`config.mk`:
```
export PLATFORM = sky130hd
export DESIGN_NAME = audio_out_buffer
export DESIGN_NICKNAME = d
export VERILOG_FILES = /design/src/rtl/audio_pkg.sv /design/src/rtl/sync_fifo.sv /design/src/rtl/audio_out_buffer.sv
export SDC_FILE = /design/constraint.sdc
export NUM_CORES = 1
export LEC_CHECK = 0
export ABC_AREA = 0
export BUFFER_PORTS_ARGS = -buffer_cell sky130_fd_sc_hd__buf_2
export CAP_MARGIN = 10
export CORE_AREA = 2 2 123 125
export DETAILED_ROUTE_END_ITERATION = 16
export DIE_AREA = 0 0 125 127
export PLACE_DENSITY = 0.79
export SLEW_MARGIN = 20
export SYNTH_ARGS = -nofsm -noshare
export SYNTH_HDL_FRONTEND = slang
export SYNTH_SLANG_ARGS = --single-unit
```
`constraint.sdc`:
```
create_clock -name clk -period 4.4 [get_ports clk]
set_clock_uncertainty 0.05 [all_clocks]
set_input_delay 0.66 -clock clk [delete_from_list [all_inputs] [get_ports clk]]
set_output_delay 0.66 -clock clk [all_outputs]
set_load 0.05 [all_outputs]
```
`src/rtl/audio_pkg.sv`:
```
// Shared types for the audio output path.
// Sample width matches the register file's R6 audio port.
package audio_pkg;
    localparam int AUDIO_W = 11;
    typedef logic [AUDIO_W-1:0] audio_sample_t;
    typedef enum logic [1:0] {
        IDLE,
        PLAYING,
        DRAIN,
        DONE
    } playback_state_t;
endpackage

```
`src/rtl/sync_fifo.sv`:
```
// Single-clock FIFO with a combinational head and an explicit level counter.
// A push while full is taken only when a pop frees a slot in the same cycle.
module sync_fifo #(
    parameter int WIDTH = 11,
    parameter int DEPTH = 16
) (
    input  logic                     clk,
    input  logic                     rst,
    input  logic                     push,
    input  logic                     pop,
    input  logic [WIDTH-1:0]         wdata,
    output logic [WIDTH-1:0]         rdata,
    output logic                     full,
    output logic                     empty,
    output logic [$clog2(DEPTH):0]   level
);
    localparam int AW = $clog2(DEPTH);

    logic [WIDTH-1:0] mem_q [DEPTH];
    logic [AW-1:0]    wr_q, wr_d;
    logic [AW-1:0]    rd_q, rd_d;
    logic [AW:0]      level_q, level_d;
    logic             wr_en, rd_en;

    assign full  = (level_q == (AW+1)'(DEPTH));
    assign empty = (level_q == '0);
    assign rdata = mem_q[rd_q];
    assign level = level_q;

    always_comb begin
        rd_en   = pop & ~empty;
        wr_en   = push & (~full | rd_en);
        wr_d    = wr_q + AW'(wr_en);
        rd_d    = rd_q + AW'(rd_en);
        level_d = level_q;
        unique case ({wr_en, rd_en})
            2'b10:   level_d = level_q + 1'b1;
            2'b01:   level_d = level_q - 1'b1;
            default: level_d = level_q;
        endcase
    end

    always_ff @(posedge clk or negedge rst) begin
        if (!rst) begin
            wr_q    <= '0;
            rd_q    <= '0;
            level_q <= '0;
        end else begin
            wr_q    <= wr_d;
            rd_q    <= rd_d;
            level_q <= level_d;
        end
    end

    // Storage needs no reset; the level counter defines what is valid.
    always_ff @(posedge clk) begin
        if (wr_en) mem_q[wr_q] <= wdata;
    end
endmodule

```
`src/rtl/audio_out_buffer.sv`:
```
// Buffers register-file audio samples and plays them to the DAC at a fixed rate.
// Reports backpressure, sticky under/overflow and end of playback.
module audio_out_buffer
    import audio_pkg::*;
#(
    parameter int DATA_W  = AUDIO_W,
    parameter int DEPTH   = 16,
    parameter int CLK_DIV = 2268,
    parameter int PREFILL = 8
) (
    input  logic                   clk,
    input  logic                   rst,
    input  logic [DATA_W-1:0]      sample_in,
    input  logic                   sample_req,
    input  logic                   finish_in,
    output logic                   space_avail,
    output logic [DATA_W-1:0]      dac_data,
    output logic                   dac_strobe,
    output logic [$clog2(DEPTH):0] level,
    output logic                   underrun,
    output logic                   overflow,
    output logic                   done
);
    localparam int CW = $clog2(CLK_DIV + 1);
    localparam int LW = $clog2(DEPTH) + 1;

    playback_state_t   state_q, state_d;
    logic              req_q, req_d;
    logic [CW-1:0]     cnt_q, cnt_d;
    logic [DATA_W-1:0] dac_data_q, dac_data_d;
    logic              dac_strobe_q, dac_strobe_d;
    logic              underrun_q, underrun_d;
    logic              overflow_q, overflow_d;

    logic              live, tick, push, pop, push_ok;
    logic [DATA_W-1:0] head;
    logic              full, empty;
    logic [LW-1:0]     fifo_level;

    assign live    = (state_q != DONE);
    assign tick    = live & (cnt_q == CW'(CLK_DIV - 1));
    assign push    = sample_req & ~req_q & live;
    assign pop     = tick & ~empty
                   & (state_q == PLAYING || state_q == DRAIN);
    assign push_ok = push & (~full | pop);

    sync_fifo #(
        .WIDTH (DATA_W),
        .DEPTH (DEPTH)
    ) u_fifo (
        .clk   (clk),
        .rst   (rst),
        .push  (push),
        .pop   (pop),
        .wdata (sample_in),
        .rdata (head),
        .full  (full),
        .empty (empty),
        .level (fifo_level)
    );

    always_comb begin
        req_d        = sample_req;
        cnt_d        = cnt_q;
        if (live) cnt_d = tick ? '0 : cnt_q + 1'b1;
        dac_strobe_d = pop;
        dac_data_d   = pop ? head : dac_data_q;
        underrun_d   = underrun_q
                     | (tick & empty & (state_q == PLAYING));
        overflow_d   = overflow_q | (push & full & ~pop);
    end

    always_ff @(posedge clk or negedge rst) begin
        if (!rst) begin
            req_q        <= 1'b0;
            cnt_q        <= '0;
            dac_data_q   <= '0;
            dac_strobe_q <= 1'b0;
            underrun_q   <= 1'b0;
            overflow_q   <= 1'b0;
        end else begin
            req_q        <= req_d;
            cnt_q        <= cnt_d;
            dac_data_q   <= dac_data_d;
            dac_strobe_q <= dac_strobe_d;
            underrun_q   <= underrun_d;
            overflow_q   <= overflow_d;
        end
    end

    always_ff @(posedge clk or negedge rst) begin
        if (!rst) state_q <= IDLE;
        else      state_q <= state_d;
    end

    // Prefill is judged on the level including this cycle's push.
    always_comb begin
        state_d = state_q;
        unique case (state_q)
            IDLE: begin
                if (fifo_level + LW'(push_ok) >= LW'(PREFILL)
                    || finish_in)
                    state_d = PLAYING;
            end
            PLAYING: if (finish_in) state_d = DRAIN;
            DRAIN:   if (tick & empty) state_d = DONE;
            DONE:    state_d = DONE;
            default: state_d = IDLE;
        endcase
    end

    always_comb begin
        done        = (state_q == DONE);
        space_avail = (fifo_level < LW'(DEPTH));
        level       = fifo_level;
        dac_data    = dac_data_q;
        dac_strobe  = dac_strobe_q;
        underrun    = underrun_q;
        overflow    = overflow_q;
    end
endmodule

```
==> flow_metrics.py, run 1 <==
metrics = {
    "setup_path": {
        "required_ns": 4.76,
        "path_class": "reg -> reg",
        "start_kind": "register",
        "critical_path_arrival_ns": 3.99,
        "endpoint_kind": "register",
        "path_max_fanout": 19,
    },
    "clock_tree": {
        "cts_tree": "yes",
        "cts_root_buf": "clkbuf_16",
        "htreeDepth": 1,
        "clkSlewWorstSetupHoldPaths_ns": 0.07,
        "clkLatencyLatePin_ns": 0.52,
        "holdBufCountCts": 0,
        "cts_buffers": 22,
        "cts_setup_buffers": 0,
        "clockBufferDepth": 3,
        "clock-sinks": 218,
        "cts_resized": 0,
    },
    "global_route": {
        "overflow": 0,
        "track_usage": 0.221,
        "grt_pass1_vias": 4550,
        "grt_max_degree": 47,
        "antenna_found_initial": 0,
        "grt_pass1_wl_um": 26600,
    },
    "cells_and_area": {
        "finish.utilization": 0.695,
        "layout-drive-gt1-share": 0.300,
        "multi_input_area_um2": 2360,
        "layout.nets": 555,
        "fin_area_um2": 10000,
        "layout.area.seq_um2": 6340,
        "fillers": 886,
        "final_cells": 721,
        "area_delta_synth_final_pct": 14.8,
        "diodes": 0,
    },
    "pwr": {
        "pwr-share-clk": 0.457,
        "ir_drop_mv": 0.321,
        "p_total_mw": 4.19,
        "pwr-share-comb": 0.010,
        "sw_frac_of_total": 0.190,
        "power_frac_seq": 0.532,
        "p_int_mw": 3.40,
        "power.leakage_nw": 3.61,
        "p_sw_mw": 0.799,
        "powerDensity_nw_per_um2": 418,
    },
    "routing": {
        "vias": 4482,
        "drtAntennaViolNets": 0,
        "wl_per_cell_um": 23.8,
        "viasPerCell": 6.22,
        "drt_iter0_markers": 485,
        "dr.pass1.iters": 5,
        "drc_errors": 0,
        "detail_route.wirelength_um": 17200,
    },
    "floorplanning": {
        "dieArea_um2": 15900,
        "rows": 44,
        "die_h_um": 127,
        "design.portCount": 36,
        "floorplan.initialDensity": 0.606,
        "dieWidth_um": 125,
        "core-area_um2": 14400,
    },
    "status": {
        "status": "completed",
    },
    "logic_synthesis": {
        "synth-main-ff-cell": "edfxtp_1",
        "avgSynthCellArea_um2": 18.7,
        "synth_nets": 499,
        "synth-seq-area-share": 0.725,
        "synth_edf_count": 176,
        "synth_area_um2": 8740,
        "ys_async_sr_fraction": 0.193,
        "yosysUniqueCellTypes": 39,
        "ys_ff_latch": 218,
        "syn_inst": 467,
        "yosys_warnings": 0,
    },
    "min_path": {
        "worstHoldPathType": "in -> async",
    },
    "place": {
        "hpwl_um": 10300,
        "port_buffers": 35,
        "gp_congestion": 0.802,
        "place_area_um2": 9260,
        "post-place-cells": 683,
    },
    "timing": {
        "period_minus_slack_ns": 3.63,
        "relSlewSlack": 0.269,
        "setup_viol": 0,
        "rsz0062_at_grt": "false",
        "final_max_slew_viol_count": 0,
        "hold_violations": 0,
        "clock.fmax_mhz": 275,
        "fin_crit_sh": 0.825,
        "worstMarginPinSlew_ns": 1.09,
        "setup_tns_ns": 0,
    },
    "flow_run": {
        "max_cap_violations": 0,
    },
}
[cells in the final DEF, fill, tap and decap left out, types with 7 or more instances in the layout]
cell and instances:
a22oi_1 22, buf_2 35, buf_4 18, clkbuf_16 22
dfrtp_1 40, edfxtp_1 176, ha_1 16, inv_1 9
mux2_2 12, mux4_2 44, nand2_1 24, nand3_1 7
nor2_1 16, nor3_2 7, xnor2_1 10, xor2_1 10
[critical path, stage by stage, from the launching register on]
cell and delay [ns]:
dfrtp_1 0.42, ha_1 0.30, nand2b_1 0.27, nor4_4 0.29, buf_4 0.22, a21oi_1 0.10
nand2b_1 0.14, buf_4 0.23, ha_1 0.30, fa_1 0.44, a21o_1 0.18, a21oi_1 0.22
xor2_1 0.16, nor2_1 0.07, xnor2_1 0.13
[state kept, by name (all words and copies together) (netlist names), 2 cells and up]
| signal | count |
|---|---|
| u_fifo.level | 5 |
| dac_data | 11 |
| u_fifo.mem_q | 176 |
| cnt_q | 12 |
| u_fifo.rd_q | 4 |
| u_fifo.wr_q | 4 |
| state_q | 2 |
[stage by stage]
stage	hold slack (ns)	setup slack (ns)
6_report	0.174	0.769
5_1_grt	0.209	0.558
4_1_cts	0.197	0.822
3_5_place_dp	0.408	0.823
3_3_place_gp	0.402	0.946
2_1_floorplan	0.314	0.903
[metal layers]
metal | share of wire | track usage | up-vias
li1 | - | - | 1968
met4 | 0.016 | 0.0503 | 0
met2 | 0.50 | 0.367 | 189
met5 | 0 | 0 | -
met1 | 0.41 | 0.316 | 2301
met3 | 0.069 | 0.0402 | 24
[Yosys cell counts (2+ instances only)]
master    count  area share
a21oi_1       3      0.0017
xnor2_1      10       0.010
dfrtp_1      42        0.12
ha_1         16       0.023
nand3_1       7      0.0040
buf_2         4      0.0023
nor3_1       12      0.0069
nor4_1        7      0.0050
xor2_1       10       0.010
clkbuf_1     15      0.0064
mux2_2       12       0.015
nand4_1       2      0.0014
nand2_1      24       0.010
nor2_1       16      0.0069
a21o_1        4      0.0034
and2_1        2      0.0014
buf_6         2      0.0026
edfxtp_1    176        0.60
mux4_2       44        0.11
nor2b_1       2      0.0014
inv_1         9      0.0039
mux2i_1       2      0.0023
a22oi_1      22       0.019
nand2b_1      6      0.0043
o21ai_0       4      0.0023
[final timing paths]
check | start | endpoint | slack, ns | depth (start not counted)
worst min register to register | underrun | underrun | 0.42 | 1
worst min-delay path | rst | dac_data[5] | 0.17 | 2
worst max-delay path | state_q[0] | u_fifo.level[4] | 0.77 | 14
min in group clk | sample_req | req_q | 0.23 | 1
worst max register to register | state_q[0] | u_fifo.level[4] | 0.77 | 14
max in group asynchronous | rst | u_fifo.rd_q[2] | 3.66 | 2
[kinds of logic (layout without fill, tap and decap cells)]
| kind of cell | count (synthesis) | after routing | synth area share |
|---|---|---|---|
| AND/OR/NAND/NOR | 88 | 88 | 0.0538 |
| AO/OA/AOI/OAI | 36 | 36 | 0.0294 |
| adder cells (fa/ha/maj) | 17 | 17 | 0.0252 |
| flip-flops | 218 | 218 | 0.725 |
| XOR/XNOR | 20 | 20 | 0.0200 |
| multiplexers | 58 | 58 | 0.131 |
| buffers and inverters | 30 | 100 | 0.0152 |
[power groups by stage]
stage / Clock [mW] / Combinational, mW / Sequential [mW]
after floorplan: 0 / 0.00294 / 2.28
after global placement: 0 / 0.0409 / 2.28
after detailed placement: 0 / 0.0438 / 2.28
after CTS: 1.94 / 0.0446 / 2.23
after global routing: 2.02 / 0.0499 / 2.23
final: 1.92 / 0.0435 / 2.23
[area by class of cell]
type / count / area share
flip-flops and latches: 218 / 0.632
multi-input cells: 219 / 0.236
clock buffers: 25 / 0.0560
repair buffers: 53 / 0.0309
well taps: 184 / 0.0230
clock inverters: 13 / 0.0188
inverters: 9 / 0.00337
Power figures use the tool's default switching activity.
==> run 2, diff against run 1 <==
--- a/config.mk
+++ b/config.mk
@@ -8,10 +8,10 @@
 export ABC_AREA = 0
 export BUFFER_PORTS_ARGS = -buffer_cell sky130_fd_sc_hd__buf_2
 export CAP_MARGIN = 10
-export CORE_AREA = 2 2 123 125
+export CORE_AREA = 2 2 130 132
 export DETAILED_ROUTE_END_ITERATION = 16
-export DIE_AREA = 0 0 125 127
-export PLACE_DENSITY = 0.79
+export DIE_AREA = 0 0 132 134
+export PLACE_DENSITY = 0.75
 export SLEW_MARGIN = 20
 export SYNTH_ARGS = -nofsm -noshare
 export SYNTH_HDL_FRONTEND = slang
==> constraint.sdc (replaced) <==
create_clock -name clk -period 3.2 [get_ports clk]
set_clock_uncertainty 0.05 [all_clocks]
set_input_delay 0.48 -clock clk [delete_from_list [all_inputs] [get_ports clk]]
set_output_delay 0.48 -clock clk [all_outputs]
set_load 0.05 [all_outputs]
==> flow_metrics.py, run 2 (synthesis results as in run 1) <==
metrics = {
    "status": {
        "status": "completed",
    },
    "clock_tree": {
        "clockBufferDepth": 3,
        "cts_buffers": 22,
        "clock-sinks": 218,
        "cts_tree": "yes",
        "htreeDepth": 1,
        "cts_root_buf": "clkbuf_16",
        "cts_setup_buffers": 0,
        "clkSlewWorstSetupHoldPaths_ns": 0.06,
        "clkLatencyLatePin_ns": 0.51,
    },
    "setup_path": {
        "endpoint_kind": "register",
        "critical_path_arrival_ns": 3.41,
        "reg2regPathDepth": 11,
        "crit_slowest_cell": "or4b_4",
        "worstReg2RegStart": "cnt_q[5]",
        "crit_path_start": "cnt_q[5]",
        "required_ns": 3.53,
        "critPathMaxStageDelay_ns": 0.56,
        "worstPathCellList": "or4b_4 > nor4_4 > nand2_1 > nor2_2 > ha_4 > ha_1 > a21o_1 > a21oi_2 > xor2_1 > nor2_1 > xnor2_1",
        "start_kind": "register",
        "path_max_fanout": 5,
        "path_class": "reg -> reg",
    },
    "floorplanning": {
        "design.portCount": 36,
        "floorplan.initialDensity": 0.536,
        "dieWidth_um": 132,
        "die_h_um": 134,
        "dieArea_um2": 17700,
        "core-area_um2": 16300,
        "rows": 47,
    },
    "routing": {
        "dr.pass1.iters": 5,
        "detail_route.wirelength_um": 16700,
        "vias": 4532,
        "wl_per_cell_um": 21.4,
        "drt_iter0_markers": 482,
        "drc_errors": 0,
        "drtAntennaViolNets": 0,
        "viasPerCell": 5.82,
    },
    "global_route": {
        "overflow": 0,
        "track_usage": 0.197,
        "grt_max_degree": 43,
        "grt_pass1_vias": 4746,
        "antenna_found_initial": 0,
        "grt_pass1_wl_um": 26600,
    },
    "timing": {
        "relSlewSlack": 0.571,
        "setup_viol": 0,
        "whs_ns": 0.0549,
        "clock.fmax_mhz": 325,
        "period_minus_slack_ns": 3.07,
        "worstMarginPinSlew_ns": 0.644,
        "fin_crit_sh": 0.960,
        "hold_violations": 0,
        "final_max_slew_viol_count": 0,
    },
    "cells_and_area": {
        "largest-register": "u_fifo.mem_q",
        "layout.nets": 575,
        "area_delta_synth_final_pct": 16.7,
        "layout-drive-gt1-share": 0.331,
        "fillers": 1131,
        "final_cells": 779,
        "largest_register_ffs": 176,
        "final_cell_mix": "176 x edfxtp_1, 44 x mux4_2, 40 x dfrtp_1",
        "diodes": 0,
        "final_common_cell": "edfxtp_1",
    },
    "min_path": {
        "min_path_cells": 1,
        "worstHoldPathType": "in -> reg",
        "worstHoldStart": "sample_req",
    },
    "pwr": {
        "power.leakage_nw": 3.66,
        "p_total_mw": 5.49,
        "powerDensity_nw_per_um2": 538,
        "ir_drop_mv": 0.355,
    },
    "flow_run": {
        "max_cap_violations": 0,
    },
    "place": {
        "gp_congestion": 0.819,
        "port_buffers": 35,
        "post-place-cells": 738,
        "hpwl_um": 10900,
    },
}
[run 2: changes by cell type in the layout (fill, tap and decap cells not counted), moves of 3 or more]
| cell | delta |
|---|---|
| buf_4 | +19 |
| clkbuf_1 | +7 |
| bufinv_16 | -4 |
| clkinv_2 | -4 |
| clkbuf_8 | +3 |
| ha_1 | -3 |
[run 2: cell type report]
type                            count  area [um2]  area share
Multi-Input combinational cell    219        2400       0.235
Timing Repair Buffer               73         478      0.0469
Sequential cell                   218        6340       0.622
Tap cell                          220         275      0.0270
Clock inverter                      5        40.0     0.00393
Clock buffer                       35         629      0.0617
Inverter                            9        33.8     0.00331
[run 2: critical path, delay by kind of cell (launching register included)]
kind,cells,cell delay (ns)
AO/OA/AOI/OAI,2,0.36
XOR/XNOR,2,0.27
adder cells (fa/ha/maj),2,0.47
flip-flops,1,0.40
AND/OR/NAND/NOR,5,1.41
[run 2: metrics by stage]
step	setup TNS (ns)	utilization	setup slack [ns]	instance area [um2]
final	0	0.626	0.127	10200
after global routing	-0.0914	0.626	-0.0332	10200
after CTS	0	0.623	0.0133	10200
after detailed placement	0	0.582	0.00232	9480
after global placement	0	0.582	0.108	9480
after floorplan	-1.93	-	-0.0293	8750
[run 2: timing repair]
item	CTS	global route
resized for setup	0	8
setup endpoints to repair	1	3
hold buffers	0	1
pin swaps	1	1
hold endpoints to repair	0	42
[run 2: where the power goes]
part	internal, mW	switching (mW)	leakage, nW
Sequential	3.07	0.00352	2.14
Clock	1.35	1.00	0.319
Combinational	0.0109	0.0467	1.20
Total	4.43	1.05	3.66
[run 2: worst paths after layout]
path,end,slack (ns)
worst max register to register,u_fifo.level[4],0.13
max in group asynchronous,u_fifo.rd_q[0],2.21
min in group asynchronous,dac_data[7],0.47
worst max-delay path,u_fifo.level[4],0.13
worst min-delay path,req_q,0.05
worst min register to register,overflow,0.41
[run 2: layer usage]
| metal | track usage | routed length (um) | part of all wire | vias to the layer above |
|---|---|---|---|---|
| met3 | 0.0295 | 1050 | 0.063 | 21 |
| met5 | 0 | 0 | 0 | - |
| met4 | 0.0429 | 192 | 0.011 | 0 |
| met1 | 0.282 | 7050 | 0.42 | 2353 |
| met2 | 0.326 | 8410 | 0.50 | 151 |
| li1 | - | - | - | 2007 |
